===== src/rtl/uart_pkg.sv =====
// Shared UART definitions: receiver state encoding, frame geometry and
// bit-timing helpers derived from the half-bit period.
package uart_pkg;

  localparam int unsigned RX_DATA_BITS = 8;

  typedef enum logic [2:0] {
    S_IDLE  = 3'd0,
    S_START = 3'd1,
    S_DATA  = 3'd2,
    S_STOP  = 3'd3,
    S_BREAK = 3'd4
  } rx_state_t;

  // Counter value at the middle of the start bit (counted from its falling edge).
  function automatic logic [31:0] half_bit_end(input int unsigned cphb);
    return 32'(cphb) - 32'd1;
  endfunction

  // Counter value one full bit period after the previous sample point.
  function automatic logic [31:0] full_bit_end(input int unsigned cphb);
    return (32'(cphb) << 1) - 32'd1;
  endfunction

  function automatic logic maj3(input logic a, input logic b, input logic c);
    return (a & b) | (a & c) | (b & c);
  endfunction

endpackage


===== src/rtl/uart_sync2.sv =====
// Two-flop synchronizer for an asynchronous level input; both flops reset
// to RST_VAL so an idle-high line does not look active out of reset.
module uart_sync2 #(
  parameter logic RST_VAL = 1'b1
) (
  input  logic clk,
  input  logic rstn,
  input  logic d,
  output logic q
);

  logic meta_r;
  logic q_r;

  // metastability filter chain
  always_ff @(posedge clk) begin
    if (!rstn) begin
      meta_r <= RST_VAL;
      q_r    <= RST_VAL;
    end else begin
      meta_r <= d;
      q_r    <= meta_r;
    end
  end

  assign q = q_r;

endmodule


===== src/rtl/receiver.sv =====
// UART 8N1 receive path with valid/ready byte output, framing-error and
// overrun pulses. Optional build macro: RX_MAJORITY_VOTE_EN (2-of-3 sampling).
module receiver
  import uart_pkg::*;
#(
  parameter int unsigned CLK_PER_HALF_BIT = 434
) (
  input  logic       clk,
  input  logic       rstn,
  input  logic       UART_RX,
  output logic [7:0] data_recv,
  output logic       valid_recv,
  input  logic       ready_recv,
  output logic       ferr,
  output logic       overrun
);

  localparam logic [2:0] LAST_IDX = 3'(RX_DATA_BITS - 1);

  logic        rx_s;
  logic        bit_s;
  rx_state_t   state_r;
  rx_state_t   state_nxt_s;
  logic [31:0] cnt_r;
  logic [31:0] cnt_nxt_s;
  logic [2:0]  idx_r;
  logic [7:0]  shreg_r;
  logic [7:0]  data_r;
  logic        valid_r;
  logic        ferr_r;
  logic        overrun_r;
  logic        half_hit_s;
  logic        full_hit_s;
  logic        shift_en_s;
  logic        deliver_s;
  logic        ferr_set_s;

  uart_sync2 #(.RST_VAL(1'b1)) u_sync (
    .clk  (clk),
    .rstn (rstn),
    .d    (UART_RX),
    .q    (rx_s)
  );

`ifdef RX_MAJORITY_VOTE_EN
  // Decision lands one cycle late; the next bit counter starts at 1 to keep spacing.
  localparam logic [31:0] VOTE_OFS = 32'd1;
  logic [1:0] hist_r;

  // two previous synchronized samples for the 2-of-3 vote
  always_ff @(posedge clk) begin
    if (!rstn) begin
      hist_r <= 2'b11;
    end else begin
      hist_r <= {hist_r[0], rx_s};
    end
  end

  assign bit_s = maj3(hist_r[1], hist_r[0], rx_s);
`else
  localparam logic [31:0] VOTE_OFS = 32'd0;
  assign bit_s = rx_s;
`endif

  localparam logic [31:0] HALF_DEC = half_bit_end(CLK_PER_HALF_BIT) + VOTE_OFS;
  localparam logic [31:0] FULL_DEC = full_bit_end(CLK_PER_HALF_BIT) + VOTE_OFS;

  assign half_hit_s = (cnt_r == HALF_DEC);
  assign full_hit_s = (cnt_r == FULL_DEC);

  // state register
  always_ff @(posedge clk) begin
    if (!rstn) begin
      state_r <= S_IDLE;
    end else begin
      state_r <= state_nxt_s;
    end
  end

  // next-state decode
  always_comb begin
    state_nxt_s = state_r;
    case (state_r)
      S_IDLE: begin
        if (!rx_s) state_nxt_s = S_START;
        else       state_nxt_s = S_IDLE;
      end
      S_START: begin
        if (half_hit_s) state_nxt_s = bit_s ? S_IDLE : S_DATA;
        else            state_nxt_s = S_START;
      end
      S_DATA: begin
        if (full_hit_s && (idx_r == LAST_IDX)) state_nxt_s = S_STOP;
        else                                   state_nxt_s = S_DATA;
      end
      S_STOP: begin
        if (full_hit_s) state_nxt_s = bit_s ? S_IDLE : S_BREAK;
        else            state_nxt_s = S_STOP;
      end
      S_BREAK: begin
        if (rx_s) state_nxt_s = S_IDLE;
        else      state_nxt_s = S_BREAK;
      end
      default: state_nxt_s = S_IDLE;
    endcase
  end

  // per-state actions: counter reload, shift, delivery and error strobes
  always_comb begin
    cnt_nxt_s  = cnt_r + 32'd1;
    shift_en_s = 1'b0;
    deliver_s  = 1'b0;
    ferr_set_s = 1'b0;
    case (state_r)
      S_IDLE:  cnt_nxt_s = 32'd0;
      S_START: begin
        if (half_hit_s) cnt_nxt_s = bit_s ? 32'd0 : VOTE_OFS;
        else            cnt_nxt_s = cnt_r + 32'd1;
      end
      S_DATA: begin
        if (full_hit_s) begin
          shift_en_s = 1'b1;
          cnt_nxt_s  = VOTE_OFS;
        end else begin
          cnt_nxt_s  = cnt_r + 32'd1;
        end
      end
      S_STOP: begin
        if (full_hit_s) begin
          cnt_nxt_s  = 32'd0;
          deliver_s  = bit_s;
          ferr_set_s = ~bit_s;
        end else begin
          cnt_nxt_s  = cnt_r + 32'd1;
        end
      end
      S_BREAK: cnt_nxt_s = 32'd0;
      default: cnt_nxt_s = 32'd0;
    endcase
  end

  // datapath: bit counter, shift register and the output holding register
  always_ff @(posedge clk) begin
    if (!rstn) begin
      cnt_r     <= 32'd0;
      idx_r     <= 3'd0;
      shreg_r   <= 8'd0;
      data_r    <= 8'd0;
      valid_r   <= 1'b0;
      ferr_r    <= 1'b0;
      overrun_r <= 1'b0;
    end else begin
      cnt_r     <= cnt_nxt_s;
      ferr_r    <= ferr_set_s;
      overrun_r <= deliver_s && valid_r && !ready_recv;
      if (state_r == S_START) begin
        idx_r <= 3'd0;
      end else if (shift_en_s) begin
        idx_r <= idx_r + 3'd1;
      end
      if (shift_en_s) begin
        shreg_r <= {bit_s, shreg_r[7:1]};
      end
      // a consumer taking the old byte in the delivery cycle frees the slot
      if (deliver_s && (!valid_r || ready_recv)) begin
        data_r  <= shreg_r;
        valid_r <= 1'b1;
      end else if (valid_r && ready_recv) begin
        valid_r <= 1'b0;
      end
    end
  end

  assign data_recv  = data_r;
  assign valid_recv = valid_r;
  assign ferr       = ferr_r;
  assign overrun    = overrun_r;

endmodule

===== config.mk =====
export PLATFORM = sky130hd
export DESIGN_NAME = receiver
export DESIGN_NICKNAME = d
export VERILOG_FILES = /design/src/rtl/uart_pkg.sv /design/src/rtl/uart_sync2.sv /design/src/rtl/receiver.sv
export SDC_FILE = /design/constraint.sdc
export NUM_CORES = 1
export LEC_CHECK = 0
export BUFFER_PORTS_ARGS = -buffer_cell sky130_fd_sc_hd__buf_4
export CAP_MARGIN = 30
export CORE_MARGIN = 2
export CORE_UTILIZATION = 44
export DETAILED_ROUTE_END_ITERATION = 7
export GPL_TIMING_DRIVEN = 0
export PLACE_DENSITY_LB_ADDON = 0.15
export SKIP_LAST_GASP = 1
export SYNTH_ARGS = -nofsm -noshare
export SYNTH_HDL_FRONTEND = slang
export SYNTH_SLANG_ARGS = --single-unit
export TNS_END_PERCENT = 30

===== constraint.sdc =====
create_clock -name clk -period 2.8 [get_ports clk]
set_input_delay 0.56 -clock clk [delete_from_list [all_inputs] [get_ports clk]]
set_output_delay 0.56 -clock clk [all_outputs]
set_load 0.005 [all_outputs]

==> impl_metrics.tcl <==
set metrics [dict create \
    crit_path_start "cnt_r[0]$_SDFF_PN0_" \
    dpl_worst_slack_ns 0.3459 \
    run_status "completed" \
    fp.dieH_um 80.95 \
    cts.path.max_buffers 2 \
    slew_headroom 0.5269 \
    worst-endpoint-arrival_ns 2.67 \
    fillerInstances 561 \
    setup.worst_path.end "shreg_r[7]$_SDFFE_PN0P_" \
    r2r-start "cnt_r[0]$_SDFF_PN0_" \
    worstMarginPinSlew_ns 0.7043 \
    drv_slew 0 \
    finClkSkew_ns 0.01324 \
    first_pass_iters 4 \
    nets 328 \
    tns_ns 0 \
    p_per_area_nw_per_um2 613.1 \
    first_iter_violations 57 \
    utilization 0.5224 \
    hold_path.class "input port to flip-flop" \
    grt_max_degree 11 \
    antenna_found_initial 0 \
    cts_tree "built" \
    p_leak_nw 1.001 \
    grt_pass1_wl_um 8176 \
    clk_pin_slew_ns 0.07 \
    fin_cells 400 \
    cp-start-kind "flip-flop" \
    layout_min_cycle_time_ns 2.451 \
    drc 0 \
    multi_input_area_um2 1325 \
    clk_latency_ns 0.33 \
    cts_root_buf "clkbuf_8" \
    fmax_ghz 0.4080 \
    cp_max_fo 10 \
    die_area_um2 6552 \
    ys_warn_count 0 \
    grt_pass1_vias 1778 \
    ff2ff_path_depth 8 \
    rsz0062_at_grt "no" \
    required_ns 3.02 \
    ir_drop_mv 0.2952 \
    wl_um 4849 \
    ios 15 \
    hpwl_um 3381 \
    yosysSeqAreaShare 0.4534 \
    vias 2025 \
    hold_viol_final 0 \
    antenna_cells 0 \
    syn2layout_area_growth_pct 16.62 \
    hold_ws_ns 0.4111 \
    cts_buffers 9 \
    setup_viol_count_final 0 \
    final_layout_size_suffix_gt1_frac 0.1415 \
    h-tree-depth 3 \
    core.rowCount 28 \
    portBuffers 13 \
    end_kind "flip-flop" \
    synth_cells 296 \
    synth_cell_types 35 \
    reg2reg_setup_slack_ns 0.35 \
    post-cts-setup-buffers 0 \
    hold_path_depth 2 \
    die_width_um 80.95 \
    synth_area_um2 2605 \
    post-route-worst-setup-slack_ns 0.3492 \
    wl_per_cell_um 12.12 \
    placedCellCount 384 \
    final_area_um2 3038 \
    drv_cap 0 \
    avgSynthCellArea_um2 8.801 \
    grt-ovfl-total 0 \
    via_per_inst 5.063 \
    r2r-end "shreg_r[7]$_SDFFE_PN0P_" \
    regArea_um2 1181 \
    ys_ff_latch 59 \
    coreArea_um2 5816 \
    gp_congestion 0.8017 \
    syn_nets 304 \
    postPlaceCellArea_um2 2796 \
    holdBufCountCts 0 \
    finalCritPeriodShare 0.8753 \
    ant_nets 0 \
    initial_core_util 0.4479 \
    critical_path_class "flip-flop to flip-flop" \
    p_total_mw 1.862 \
    track_usage 0.1621 \
    cts_sinks 59 \
    cts_resized 0 \
]
-- registers in the layout, indices dropped and copies added (netlist names) --
| register | cells |
|---|---|
| cnt_r | 32 |
| data_recv | 8 |
| ferr | 1 |
| idx_r | 3 |
| overrun | 1 |
| shreg_r | 8 |
| state_r | 3 |
| u_sync.meta_r | 1 |
| u_sync.q | 1 |
| valid_recv | 1 |
-- logic make-up (layout without fill, tap and decap cells) --
kind of cell	count (synthesis)	in the layout	synth area share
flops	59	59	0.4534
fa+ha+maj	4	4	0.01921
buf+inv	21	50	0.03794
compound gates	15	15	0.04612
mux	10	10	0.03843
xor+xnor	31	31	0.1042
simple gates	156	156	0.3007
-- cells in the final DEF (no fill, tap or decap), types with 3 or more instances in the layout --
cell | synthesis | final
o21ai_2 | 8 | 8
xor2_1 | 8 | 8
nand4_1 | 4 | 4
mux2i_1 | 10 | 10
clkbuf_8 | 0 | 10
buf_4 | 0 | 13
bufinv_16 | 0 | 3
and4_1 | 5 | 5
nor2_1 | 45 | 45
clkbuf_1 | 10 | 11
nand3_2 | 3 | 3
nor2b_1 | 3 | 3
nand3_1 | 20 | 20
nand2b_1 | 4 | 4
xnor2_1 | 23 | 23
ha_1 | 4 | 4
nor4_1 | 13 | 13
nor3_1 | 15 | 15
nand2_1 | 36 | 36
inv_1 | 7 | 7
dfxtp_1 | 59 | 59
-- report_power, final --
group	internal (mW)	switching (mW)
logic	0.0178	0.0450
clock network	0.613	0.336
registers	0.846	0.00496
total	1.48	0.386
-- metal layers --
metal  share of wire  global-route usage
met1            0.50              0.2077
met5               0                   0
met3           0.030             0.03333
met2            0.45              0.2562
met4           0.018             0.08644
-- synthesized netlist by cell type (all sizes together) --
cell type | count | area, um2
a21oi | 2 | 10.01
a32o | 1 | 10.01
and4 | 5 | 43.79
buf | 4 | 35.02
clkbuf | 10 | 37.54
dfxtp | 59 | 1181
ha | 4 | 50.05
inv | 7 | 26.28
mux2i | 10 | 100.1
nand2 | 36 | 135.1
nand2b | 4 | 25.02
nand3 | 23 | 130.1
nand4 | 4 | 25.02
nand4b | 1 | 8.760
nor2 | 45 | 168.9
nor2b | 3 | 18.77
nor3 | 15 | 75.07
nor3b | 1 | 7.510
nor4 | 14 | 102.6
o21a | 1 | 7.510
o21ai | 8 | 70.07
o221ai | 1 | 8.760
o22ai | 1 | 6.260
o31ai | 1 | 7.510
or2 | 1 | 6.260
or3 | 1 | 6.260
or4 | 3 | 30.03
xnor2 | 23 | 201.4
xor2 | 8 | 70.07
-- layout make-up --
cell class / instances / share of cell area
Sequential cell: 59 / 0.3888
Clock inverter: 5 / 0.03295
Timing Repair Buffer: 13 / 0.03213
Clock buffer: 11 / 0.04654
Tap cell: 75 / 0.03089
Inverter: 7 / 0.008649
Multi-Input combinational cell: 216 / 0.4362
Buffer: 14 / 0.02389
-- critical path, stage by stage, from the launching register on --
cell     delay [ns]
dfxtp_1        0.40
ha_1           0.27
nand3_2        0.15
or4_4          0.55
or4_4          0.53
buf_6          0.16
buf_8          0.15
nand3_2        0.07
o21ai_2        0.05
-- worst min-delay path by stage --
stage	startpoint	endpoint	slack, ns
global route	UART_RX	u_sync.meta_r$_SDFF_PN1_	0.40
floorplan	u_sync.meta_r$_SDFF_PN1_	u_sync.q$_SDFF_PN1_	0.39
CTS	UART_RX	u_sync.meta_r$_SDFF_PN1_	0.40
global placement	u_sync.meta_r$_SDFF_PN1_	u_sync.q$_SDFF_PN1_	0.41
finish	UART_RX	u_sync.meta_r$_SDFF_PN1_	0.41
detailed placement	u_sync.meta_r$_SDFF_PN1_	u_sync.q$_SDFF_PN1_	0.40
Note: power is estimated with default switching activity, not from simulation.
